[src/rtl/lfsr_pkg.sv]
// -----------------------------------------------------------------------------
// lfsr_pkg
// Shared types and constants for the LFSR stream slice.
//   lfsr_mode_e : feedback structure selector (Fibonacci / Galois)
//   fsm_e       : burst controller states
//   FIB_TAPS_n  : Fibonacci tap masks (bit i set = state[i] feeds the XOR)
//   GAL_POLY_n  : left-shifting Galois masks (polynomial without the x^n term)
// -----------------------------------------------------------------------------
package lfsr_pkg;

    typedef enum logic {
        LFSR_FIB = 1'b0,
        LFSR_GAL = 1'b1
    } lfsr_mode_e;

    typedef enum logic {
        ST_IDLE = 1'b0,
        ST_RUN  = 1'b1
    } fsm_e;

    // x^8+x^6+x^5+x^4+1, x^16+x^14+x^13+x^11+1, x^32+x^22+x^2+x+1
    localparam logic [7:0]  FIB_TAPS_8  = 8'hB8;
    localparam logic [15:0] FIB_TAPS_16 = 16'hB400;
    localparam logic [31:0] FIB_TAPS_32 = 32'h8020_0003;

    // x^8+x^4+x^3+x^2+1, x^16+x^14+x^13+x^11+1, x^32+x^22+x^2+x+1
    localparam logic [7:0]  GAL_POLY_8  = 8'h1D;
    localparam logic [15:0] GAL_POLY_16 = 16'h6801;
    localparam logic [31:0] GAL_POLY_32 = 32'h0040_0007;

endpackage

[src/rtl/lfsr_stream_if.sv]
// -----------------------------------------------------------------------------
// lfsr_stream_if
// Valid/ready output stream of the LFSR generator.
//   out_valid : word on out_data is offered
//   out_ready : consumer accepts the word this cycle
//   out_data  : current LFSR state
// master = generator side, slave = consumer side.
// -----------------------------------------------------------------------------
interface lfsr_stream_if #(
    parameter int WIDTH = 8
);
    logic             out_valid;
    logic             out_ready;
    logic [WIDTH-1:0] out_data;

    modport master (output out_valid, output out_data, input  out_ready);
    modport slave  (input  out_valid, input  out_data, output out_ready);
endinterface

[src/rtl/lfsr_step.sv]
// -----------------------------------------------------------------------------
// lfsr_step
// One combinational LFSR shift.
//   cur : present state
//   nxt : state after one shift (Fibonacci or Galois, chosen by MODE)
// -----------------------------------------------------------------------------
module lfsr_step
    import lfsr_pkg::*;
#(
    parameter int               WIDTH    = 8,
    parameter int               MODE     = 0,
    parameter logic [WIDTH-1:0] FIB_TAPS = WIDTH'(FIB_TAPS_8),
    parameter logic [WIDTH-1:0] GAL_POLY = WIDTH'(GAL_POLY_8)
) (
    input  logic [WIDTH-1:0] cur,
    output logic [WIDTH-1:0] nxt
);

    generate
        if (MODE == int'(LFSR_GAL)) begin : g_galois
            // Feedback is the bit shifted out; it folds the polynomial back in.
            assign nxt = {cur[WIDTH-2:0], 1'b0} ^ (cur[WIDTH-1] ? GAL_POLY : '0);
        end else begin : g_fibonacci
            assign nxt = {cur[WIDTH-2:0], ^(cur & FIB_TAPS)};
        end
    endgenerate

endmodule

[src/rtl/lfsr_stream.sv]
// -----------------------------------------------------------------------------
// lfsr_stream
// Pseudo-random word generator with burst control and a valid/ready output.
//   clk, rst_n      : clock, asynchronous active-low reset
//   load_seed, seed : load a new state while idle (seed 0 is replaced by 1)
//   start, len      : begin a burst of len words (len 0 = run until stop)
//   stop            : abort the running burst
//   out_if          : stream master (out_valid / out_ready / out_data)
//   busy            : burst in progress
//   done            : one-cycle pulse after the last word of a counted burst
//   word_cnt        : words accepted since the burst started
// Each accepted word advances the LFSR STEP shifts.
// -----------------------------------------------------------------------------
module lfsr_stream
    import lfsr_pkg::*;
#(
    parameter int               WIDTH    = 8,
    parameter int               MODE     = 0,
    parameter logic [WIDTH-1:0] FIB_TAPS = WIDTH'(FIB_TAPS_8),
    parameter logic [WIDTH-1:0] GAL_POLY = WIDTH'(GAL_POLY_8),
    parameter int               STEP     = 1,
    parameter logic [WIDTH-1:0] RST_SEED = WIDTH'(1)
) (
    input  logic              clk,
    input  logic              rst_n,
    input  logic              load_seed,
    input  logic [WIDTH-1:0]  seed,
    input  logic              start,
    input  logic [15:0]       len,
    input  logic              stop,
    lfsr_stream_if.master     out_if,
    output logic              busy,
    output logic              done,
    output logic [15:0]       word_cnt
);

    // A zero seed would lock the register at zero forever.
    localparam logic [WIDTH-1:0] SAFE_SEED = (RST_SEED == '0) ? WIDTH'(1) : RST_SEED;

    fsm_e             state_q, state_d;
    logic [WIDTH-1:0] lfsr_q;
    logic [WIDTH-1:0] chain [STEP+1];
    logic [15:0]      len_q;
    logic [15:0]      cnt_q;
    logic             done_q;
    logic             hs;
    logic             last_word;
    logic             accept_load;
    logic             accept_start;

    // STEP single-shift stages in series give STEP shifts per accepted word.
    assign chain[0] = lfsr_q;
    generate
        for (genvar g = 0; g < STEP; g++) begin : g_chain
            lfsr_step #(
                .WIDTH   (WIDTH),
                .MODE    (MODE),
                .FIB_TAPS(FIB_TAPS),
                .GAL_POLY(GAL_POLY)
            ) u_step (
                .cur(chain[g]),
                .nxt(chain[g+1])
            );
        end
    endgenerate

    // load_seed has priority over start when both arrive together in IDLE.
    assign accept_load  = (state_q == ST_IDLE) && load_seed;
    assign accept_start = (state_q == ST_IDLE) && start && !load_seed;
    assign hs           = out_if.out_valid && out_if.out_ready;
    assign last_word    = (len_q != 16'd0) && ((cnt_q + 16'd1) == len_q);

    // NOTE: sequential state uses non-blocking assignments and resets on the
    // falling edge of rst_n, independent of clk.
    always_ff @(posedge clk or negedge rst_n) begin
        if (!rst_n) state_q <= ST_IDLE;
        else        state_q <= state_d;
    end

    // NOTE: every signal written here gets a default first so no latch is inferred.
    always_comb begin
        state_d = state_q;
        case (state_q)
            ST_IDLE: if (accept_start)               state_d = ST_RUN;
            ST_RUN:  if ((hs && last_word) || stop)  state_d = ST_IDLE;
            default:                                 state_d = ST_IDLE;
        endcase
    end

    always_comb begin
        out_if.out_valid = (state_q == ST_RUN);
        busy             = (state_q == ST_RUN);
    end

    always_ff @(posedge clk or negedge rst_n) begin
        if (!rst_n) begin
            lfsr_q <= SAFE_SEED;
            len_q  <= '0;
            cnt_q  <= '0;
            done_q <= 1'b0;
        end else begin
            done_q <= hs && last_word;
            if (accept_load) begin
                lfsr_q <= (seed == '0) ? WIDTH'(1) : seed;
            end else if (hs) begin
                lfsr_q <= chain[STEP];
            end
            if (accept_start) begin
                len_q <= len;
                cnt_q <= '0;
            end else if (hs) begin
                cnt_q <= cnt_q + 16'd1;   // wraps naturally at 16'hFFFF
            end
        end
    end

    assign out_if.out_data = lfsr_q;
    assign done            = done_q;
    assign word_cnt        = cnt_q;

endmodule

[src/flat_wrapper.sv]
// flat-port wrapper written by rule: the top's interface ports become plain ports
module lfsr_stream_flat import lfsr_pkg::*;
#(
    parameter int               WIDTH    = 8,
    parameter int               MODE     = 0,
    parameter logic [WIDTH-1:0] FIB_TAPS = WIDTH'(FIB_TAPS_8),
    parameter logic [WIDTH-1:0] GAL_POLY = WIDTH'(GAL_POLY_8),
    parameter int               STEP     = 1,
    parameter logic [WIDTH-1:0] RST_SEED = WIDTH'(1)
)
  (clk, rst_n, load_seed, seed, start, len, stop, busy, done, word_cnt, out_if_out_valid, out_if_out_data, out_if_out_ready);
  lfsr_stream_if #(.WIDTH(WIDTH)) out_if_i ();
  input  logic clk;
  input  logic rst_n;
  input  logic load_seed;
  input  logic [WIDTH-1:0] seed;
  input  logic start;
  input  logic [15:0] len;
  input  logic stop;
  output logic busy;
  output logic done;
  output logic [15:0] word_cnt;
  output wire logic [$bits(out_if_i.out_valid)-1:0] out_if_out_valid;
  output wire logic [$bits(out_if_i.out_data)-1:0] out_if_out_data;
  input wire logic [$bits(out_if_i.out_ready)-1:0] out_if_out_ready;
  assign out_if_out_valid = out_if_i.out_valid;
  assign out_if_out_data = out_if_i.out_data;
  assign out_if_i.out_ready = out_if_out_ready;
  lfsr_stream #(.WIDTH(WIDTH), .MODE(MODE), .FIB_TAPS(FIB_TAPS), .GAL_POLY(GAL_POLY), .STEP(STEP), .RST_SEED(RST_SEED)) u_core (.clk(clk), .rst_n(rst_n), .load_seed(load_seed), .seed(seed), .start(start), .len(len), .stop(stop), .out_if(out_if_i), .busy(busy), .done(done), .word_cnt(word_cnt));
endmodule
[config.mk]
export PLATFORM = sky130hd
export DESIGN_NAME = lfsr_stream_flat
export DESIGN_NICKNAME = d
export VERILOG_FILES = /design/src/rtl/lfsr_pkg.sv /design/src/rtl/lfsr_stream_if.sv /design/src/rtl/lfsr_step.sv /design/src/rtl/lfsr_stream.sv /design/src/flat_wrapper.sv
export SDC_FILE = /design/constraint.sdc
export NUM_CORES = 1
export LEC_CHECK = 0
export ABC_AREA = 1
export CORE_UTILIZATION = 54
export CTS_BUF_LIST = sky130_fd_sc_hd__clkbuf_16
export DETAILED_ROUTE_END_ITERATION = 12
export PLACE_DENSITY_LB_ADDON = 0.08
export SKIP_CTS_REPAIR_TIMING = 1
export SLEW_MARGIN = 0
export SYNTH_ARGS = -nofsm -noshare
export SYNTH_HDL_FRONTEND = slang
export SYNTH_SLANG_ARGS = --single-unit
[constraint.sdc]
create_clock -name clk -period 4.1 [get_ports clk]
set_input_delay 0.82 -clock clk [delete_from_list [all_inputs] [get_ports clk]]
set_output_delay 0.82 -clock clk [all_outputs]
set_load 0.005 [all_outputs]
* Yosys cells after proc, flatten, opt, wreduce, memory -nomap -nowiden
Cells that the tools add are included.
** Storage, ports and cells
- Register bits :: 42
- Input port bits :: 30
** Operators by class
- Add/sub/neg operators :: 1
- Equal/unequal tests :: 1
- Muxes and demuxes :: 8
- Bitwise gates (word level) :: 1
- Reduce and logical (&&, ||, !) cells :: 13
** Operators with widths (count)
- 2-to-1 mux 16 bit :: 2
- 2-to-1 mux 8 bit :: 3
- adder 16 x 1 -> 16 bit (second input constant) :: 1
- == test 16 bit :: 1
- nonzero test 16 bit :: 1
- zero test 8 bit :: 1
- XOR reduction 8 bit :: 1
- logical AND 1 bit :: 6
- nonzero test 2 bit :: 2
- 2-to-1 mux 1 bit :: 2
- one-hot mux 1 bit (2 select lines) :: 1
- zero test 1 bit :: 1
- logical OR 1 bit :: 1
- inverter 1 bit :: 1

* Longest topological paths before layout
Gate-level depths: netlist of run 1.
- Word-level depth :: 7
- Mapped depth :: 14
- Gate-level depth less buffers :: 14

* Cells and area by module
A second synthesis of run 1 with hierarchy kept.
** Unflattened totals
- Cell total of the unflattened synthesis :: 371
- Area, all modules :: 2638.8 um^2
** Modules (own cells, without submodules)
- lfsr_stream :: instances 1, cells each 349, area each 2522.4 um^2
- lfsr_step :: instances 1, cells each 22, area each 116.4 um^2

* Worst setup path before layout of run 1
Ideal clock, no wire load.
- Kind :: input-to-reg
- Start point :: in out_if_out_ready
- End point :: reg u_core.state_q, in the netlist u_core.busy
- Library setup time :: 0.130 ns
- Arrival time :: 1.703 ns
- Data required time :: 3.970 ns
- Setup slack :: 2.268 ns
- Cell stages on the path :: 11
- Buffers on the path :: 0
- Cells stage by stage :: nand2_1 inv_1 nand3_1 nor2_1 nand2_1 nor2_1 nand3_1 nor2_1 nand3_1 nand2_1 nand2_1
** Between the ends
- Longest elaborated chain between the ends :: 5
** RTL lines
- from (decl) :: RTL line flat_wrapper.sv:25 : input wire logic [$bits(out_if_i.out_ready)-1:0] out_if_out_ready;
- logical AND 1 bit :: RTL line lfsr_stream.sv:70 : assign hs = out_if.out_valid && out_if.out_ready;
- logical AND 1 bit :: RTL line lfsr_stream.sv:85 : ST_RUN: if ((hs && last_word) || stop) state_d = ST_IDLE;
- logical OR 1 bit :: RTL line lfsr_stream.sv:85
- 2-to-1 mux 1 bit :: RTL line lfsr_stream.sv:85
- one-hot mux 1 bit (2 select lines) :: RTL line lfsr_stream.sv:83 : case (state_q)
- via u_core.state_d :: RTL line lfsr_stream.sv:40 : fsm_e state_q, state_d;
- to (signal assigned) :: RTL line lfsr_stream.sv:77 : else state_q <= state_d;
- to (decl) :: RTL line lfsr_stream.sv:40
The timed path passes the listed nets, and every way through them passes these cells.
A chain may end at the register's enable or synchronous reset.

* Worst setup path after layout of run 1
- Start point :: in load_seed
- End point :: reg u_core.cnt_q[3], in the netlist u_core.word_cnt[3]
** Between the ends
- Longest elaborated chain between the ends :: 3
** RTL lines
- from (decl) :: RTL line flat_wrapper.sv:15 : input logic load_seed;
- zero test 1 bit * :: RTL line lfsr_stream.sv:69 : assign accept_start = (state_q == ST_IDLE) && start && !load_seed;
- logical AND 1 bit * :: RTL line lfsr_stream.sv:69
- 2-to-1 mux 16 bit or nonzero test 2 bit (tied branches)
- to (signal assigned) :: RTL line lfsr_stream.sv:112 : cnt_q <= cnt_q + 16'd1;
- to (decl) :: RTL line lfsr_stream.sv:44 : logic [15:0] cnt_q;
Mark *: on every way between the ends. The rest lies on a longest branch, timed or not.

==> summary.md, run 1 <==
| Metric | Value |
|---|---|
| Status | completed |
| Largest family of logic cells by synthesized area | simple AND/OR/NAND/NOR gates |
| ANT nets after route | 0 |
| Die area | ~0.0049 mm^2 |
| Fin crit share | between 50% and 60% |
| Post-Synthesis Cells | 345 |
| Cell area after synthesis | 0.00252 mm^2 |
| Yosys warns | 0 |
| Distinct cells, synth | 30 |
| Hold WC Path Type | flop to flop |
| Sequential fraction of the synthesis area | a little over two fifths |
| Root buffer cell | clkbuf_16 |
| Core area | 0.00441 mm^2 |
| Setup violators final | 0 |
| Syn Nets | 376 |
| Place WS | 1.40 ns |
| H-tree levels | 2 |
| Critical Path End Type | flop |
| Global-route wire length before repair | 11100 um |
| Tightest Pin Transition | between 0.9 and 1 ns |
| Compound-Gate Fraction of Synth Area | 11.3% |
| Adder-cell area share of the yosys netlist | 0.497% |
| Synth area leader | dfrtp_1 |
| Critical path class | input port to flop |
| Area Overhead vs Synth | 30.5% |
| Minimum clock period | 2.40 ns |
| Die Span X | 70.3 um |
| GRT Resource Usage Total | 29.0% |
| Drt drc | 0 |
| Syn Area/Cell | 7.30 um^2 |
| Worst R2R End | u_core.busy |
| Worst-path clk slew | 0.06 ns |
| Setup repair after global routing missed its margin | false |
| Xor/xnor share of the synthesized area | under 10% |
| Total CTS buffers | 5 |
| Number of core rows | 24 |
| P per Cell Area | 397 mW/mm^2 |
| Clock skew | 0.00879 ns |
| Slew Limit Fails | 0 |
| Boundary pin count | 57 |
| Pin count of the biggest net entering global routing | 43 |
| Leakage power | 1.49 nW |
| Number of diodes | 0 |
| GR Overflow Total | 0 |
| Worst r2r src | u_core.word_cnt[0] |
| Yosys reg bits | 42 |
| Layout cell share with drive strength beyond 1 | 7.94% |
| Die Y | 70.3 um |
| Layout Nets | 433 |
| Peak VDD IR | 0.000377 V |
| Relative slew slack | 36.5% |
| Startpoint class of the critical path | input port |
| Final Hold Violating Endpoints | 0 |
| Max Cap Viol | 0 |
| PortBufs | 56 |
| Total number of vias | 2498 |
| Drt first pass iters | 4 |
| Critical Path AT | 2.59 ns |
| Reg2Reg Depth | 12 |
| Hold Startpoint | u_core.len_q[6] |
| Mux contribution to synthesized area | 2.68% |
| Simple-gate share of the synthesized area | 33.6% |
| Wire length per cell | 14.1 um |
| CTS sink cnt | 42 |
| Total wire length | 6440 um |
| Worst-Skew Late Latency | between 0.2 and 0.3 ns |
| CTS max path bufs | 2 |
| TNS Setup | 0 ns |
| Initial antenna violation count | 0 |
| Count of cells along the worst hold path | 1 |
| Gp weighted congestion | 0.853 |
| FMAX | 417 MHz |
| Vias per cell | ~5.5 |
| Vias in the first global route | 2349 |
| Main area contributors after synthesis | dfrtp_1 (41%), nand2_1 (13%), inv_1 (6.3%) |
| Starting Density | 57.1% |
| Critical path required time | 4.29 ns |
| DRC marker count from the first detailed-route iteration | between 200 and 300 |
| Share of the synthesized area in the top cell type | 40.7% |
| Hold EP | u_core.len_q[6] |
| TritonCTS clock tree | yes |
| Worst setup margin | 1.70 ns |
| Flop2flop setup slack | around 2.2 ns |
| Crit-path max FO | 18 |
| Post-DP HPWL | 4870 um |
==> cell families (layout without fill, tap and decap cells) <==
kind of cell,count (synthesis),count (layout)
flops,42,42
xor+xnor,5,5
compound gates,53,53
fa+ha+maj,1,1
mux,6,6
buf+inv,51,109
simple gates,187,187
==> metal layers <==
layer / share of wire, % / track usage [%]
met1: 45 / 38.8
met2: 47 / 46.8
met3: 6.9 / 7.07
met4: 1.2 / 8.00
met5: 0 / 0
==> flip-flops by register name, indices dropped and copies added (netlist names) <==
register and cells:
u_core.out_if.out_data 8, u_core.busy 1, u_core.word_cnt 16, u_core.done 1, u_core.len_q 16
==> worst max-delay path: stages <==
cell and delay [ns]:
clkdlybuf4s50_1 0.48, nor2_1 0.05, nand2_1 0.42, nand2_1 0.50
o22ai_1 0.32
==> synth_stat cells (all sizes together) <==
master / n
dfrtp: 41
o22ai: 11
inv: 43
nand4: 13
ha: 1
clkbuf: 5
xnor3: 1
nand3: 31
nor2: 43
nand3b: 3
a21boi: 1
nand2: 92
or2: 1
o21ai: 29
a21oi: 11
xnor2: 3
nor3: 4
mux2: 6
dfstp: 1
o311ai: 1
xor2: 1
buf: 3
==> worst max path at each step <==
stage | cells after the start | start | endpoint
3_5_place_dp | 5 | load_seed | u_core.word_cnt[3]
2_1_floorplan | 11 | out_if_out_ready | u_core.busy
4_1_cts | 5 | load_seed | u_core.word_cnt[3]
5_1_grt | 5 | load_seed | u_core.word_cnt[5]
6_report | 5 | load_seed | u_core.word_cnt[3]
3_3_place_gp | 5 | load_seed | u_core.word_cnt[14]
==> layout by cell type, fill, tap and decap left out, drive strengths merged, types with 3 or more instances in the layout <==
| master | Yosys | routed |
|---|---|---|
| o21ai | 29 | 29 |
| nor2 | 43 | 43 |
| nand3b | 3 | 3 |
| nor3 | 4 | 4 |
| o22ai | 11 | 11 |
| dfrtp | 41 | 41 |
| nand2 | 92 | 92 |
| mux2 | 6 | 6 |
| a21oi | 11 | 11 |
| inv | 43 | 44 |
| clkdlybuf4s50 | 0 | 55 |
| nand4 | 13 | 13 |
| buf | 3 | 3 |
| nand3 | 31 | 31 |
| clkbuf | 5 | 5 |
| xnor2 | 3 | 3 |
==> through the flow <==
stage	instances	cell area [um^2]	hold slack, ns	utilization (%)	total power [W]
3_5_place_dp	447	3120	0.554	70.7	0.000859
4_1_cts	455	3290	0.563	74.4	0.00131
6_report	455	3290	0.557	74.4	0.00131
3_3_place_gp	447	3120	0.538	70.7	0.000852
5_1_grt	455	3290	0.589	74.4	0.00137
2_1_floorplan	345	2520	0.487	-	0.000709
==> area by class of cell <==
class	instances	area [um^2]
Multi-Input combinational cell	252	1270
Fill cell	375	1130
Sequential cell	42	1050
Timing Repair Buffer	58	571
Inverter	43	161
Clock buffer	5	125
Tap cell	52	65.1
Clock inverter	3	41.3
==> report_power, final <==
group / internal [W] / leakage (nW) / switching (W) / total (W)
Clock: 0.000285 / 0.0812 / 0.000164 / 0.000449
Combinational: 0.000159 / 0.886 / 0.000155 / 0.000314
Sequential: 0.000478 / 0.519 / 0.0000641 / 0.000542
Total: 0.000922 / 1.49 / 0.000384 / 0.00131
(Power assumes the default switching activity.)
==> run 2: changes to the inputs <==
--- a/config.mk
+++ b/config.mk
@@ -6,7 +6,7 @@
 export NUM_CORES = 1
 export LEC_CHECK = 0
 export ABC_AREA = 1
-export CORE_UTILIZATION = 54
+export CORE_UTILIZATION = 46
 export CTS_BUF_LIST = sky130_fd_sc_hd__clkbuf_16
 export DETAILED_ROUTE_END_ITERATION = 12
 export PLACE_DENSITY_LB_ADDON = 0.08
==> constraint.sdc (replaced) <==
create_clock -name clk -period 2.1 [get_ports clk]
set_input_delay 0.42 -clock clk [delete_from_list [all_inputs] [get_ports clk]]
set_output_delay 0.42 -clock clk [all_outputs]
set_load 0.005 [all_outputs]
==> summary.md, run 2 (synthesis gave the netlist of run 1 again) <==
| Metric | Value |
|---|---|
| Status | completed |
| Startpoint class of the critical path | flop |
| CTS sink cnt | 42 |
| Critical path required time | 2.27 ns |
| PortBufs | 56 |
| Critical Path AT | 2.02 ns |
| Vias in the first global route | between 2k and 2.5k |
| Crit path top cell by count | nand2_1 |
| Starting Density | 48.4% |
| Drt drc | 0 |
| Slowest stage delay, CP | 0.42 ns |
| Critical Path End Type | flop |
| Slew Limit Fails | 0 |
| Area Overhead vs Synth | 33.3% |
| GR Overflow Total | 0 |
| Worst path slowest cell | dfrtp_1 |
| Boundary pin count | 57 |
| FMAX | 541 MHz |
| Fin crit share | 88.0% |
| Setup repair after global routing missed its margin | false |
| Worst-path clk slew | around 0.06 ns |
| Tightest Pin Transition | 0.464 ns |
| Global-route wire length before repair | 11500 um |
| Relative slew slack | 69.1% |
| Setup violators final | 0 |
| P per Cell Area | 766 mW/mm^2 |
| TNS Setup | 0 ns |
| Total CTS buffers | 5 |
| Commonest non-fill, non-tap cell in the layout | nand2_1 |
| Hold WC Path Type | input port to async pin |
| Gp weighted congestion | 0.898 |
| Critical path class | flop to flop |
| Root buffer cell | clkbuf_16 |
| Clock skew | 0.00462 ns |
| Die Span X | 76.0 um |
| Place WS | approximately 0.23 ns |
| Worst-Skew Late Latency | ~0.28 ns |
| Cell Chain, Critical Path | nand2_1 > nor2_1 > nand4_1 > nand2_1 > nand2_1 > nand2_1 > nand2_1 > nor2_1 > nand3_1 > nand2_1 > nand2_1 |
| Commonest cells after routing, fill and taps aside | nand2_1 (86), clkdlybuf4s50_1 (55), inv_1 (44) |
| ANT nets after route | 0 |
| Vias per cell | 5.36 |
| Layout Nets | 440 |
| Pin count of the biggest net entering global routing | 24 |
| Post-DP HPWL | 5210 um |
| Total wire length | roughly 6700 um |
| Drt first pass iters | 6 |
| Minimum clock period | 1.85 ns |
| Core area | roughly 0.0052 mm^2 |
| Peak VDD IR | 0.000426 V |
| Number of core rows | 26 |
| GRT Resource Usage Total | approximately a quarter |
| Worst setup margin | 0.252 ns |
| DRC marker count from the first detailed-route iteration | roughly 240 |
| Max Cap Viol | 0 |
| Crit-path max FO | 5 |
| Layout cell share with drive strength beyond 1 | under 10% |
| Initial antenna violation count | 0 |
| Number of diodes | 0 |
| Die area | 0.00578 mm^2 |
| Total number of vias | 2571 |
| Die Y | around 76 um |
| Final Hold Violating Endpoints | 0 |
| CTS max path bufs | 2 |
| Leakage power | 1.53 nW |
| Fillers | approximately 480 |
| TritonCTS clock tree | yes |
| Wire length per cell | 13.9 um |
| H-tree levels | 2 |
==> run 2: routing by layer <==
layer	GRT usage, %	share of wire, %	vias up
li1	-	-	1262
met1	36.1	47	1170
met2	38.5	44	127
met3	3.95	7.7	12
met4	7.50	1.5	0
met5	0	0	-
==> run 2: power breakdown <==
part           switching (W)  internal (W)  total, W
Sequential          0.000113      0.000933   0.00105
Clock               0.000312      0.000553  0.000865
Combinational       0.000329      0.000333  0.000662
Total               0.000754       0.00182   0.00257
==> run 2: final timing paths <==
check	slack [ns]	from	cells after the start	to
worst max-delay path	0.25	u_core.word_cnt[7]	11	u_core.busy
worst min-delay path	0.08	rst_n	1	u_core.len_q[5]
worst max register to register	0.25	u_core.word_cnt[7]	11	u_core.busy
worst min register to register	0.51	u_core.out_if.out_data[0]	2	u_core.out_if.out_data[0]
max in group asynchronous	1.46	rst_n	2	u_core.done
min in group clk	0.51	u_core.out_if.out_data[0]	2	u_core.out_if.out_data[0]
==> run 2: layout make-up <==
type | instances | area [um^2] | share of cell area [%]
Multi-Input combinational cell | 252 | 1270 | 37.8
Sequential cell | 42 | 1050 | 31.3
Timing Repair Buffer | 65 | 623 | 18.6
Inverter | 43 | 161 | 4.81
Clock buffer | 5 | 125 | 3.73
Tap cell | 70 | 87.6 | 2.61
Clock inverter | 3 | 37.5 | 1.12
==> run 2: through the flow <==
stage	instances	hold slack, ns	power, W	cell area [um^2]	util [%]
floorplan	345	0.124	0.00138	2520	-
global placement	472	0.398	0.00171	3190	61.4
detailed placement	472	0.401	0.00172	3190	61.4
CTS	480	0.102	0.00258	3360	64.5
global route	480	0.127	0.00272	3360	64.5
finish	480	0.0820	0.00257	3360	64.5
==> run 2: worst max-delay path, delay by kind of cell (launching register included) <==
family | cells | cell delay (ns)
and+or+nand+nor | 11 | 1.31
DFF | 1 | 0.42
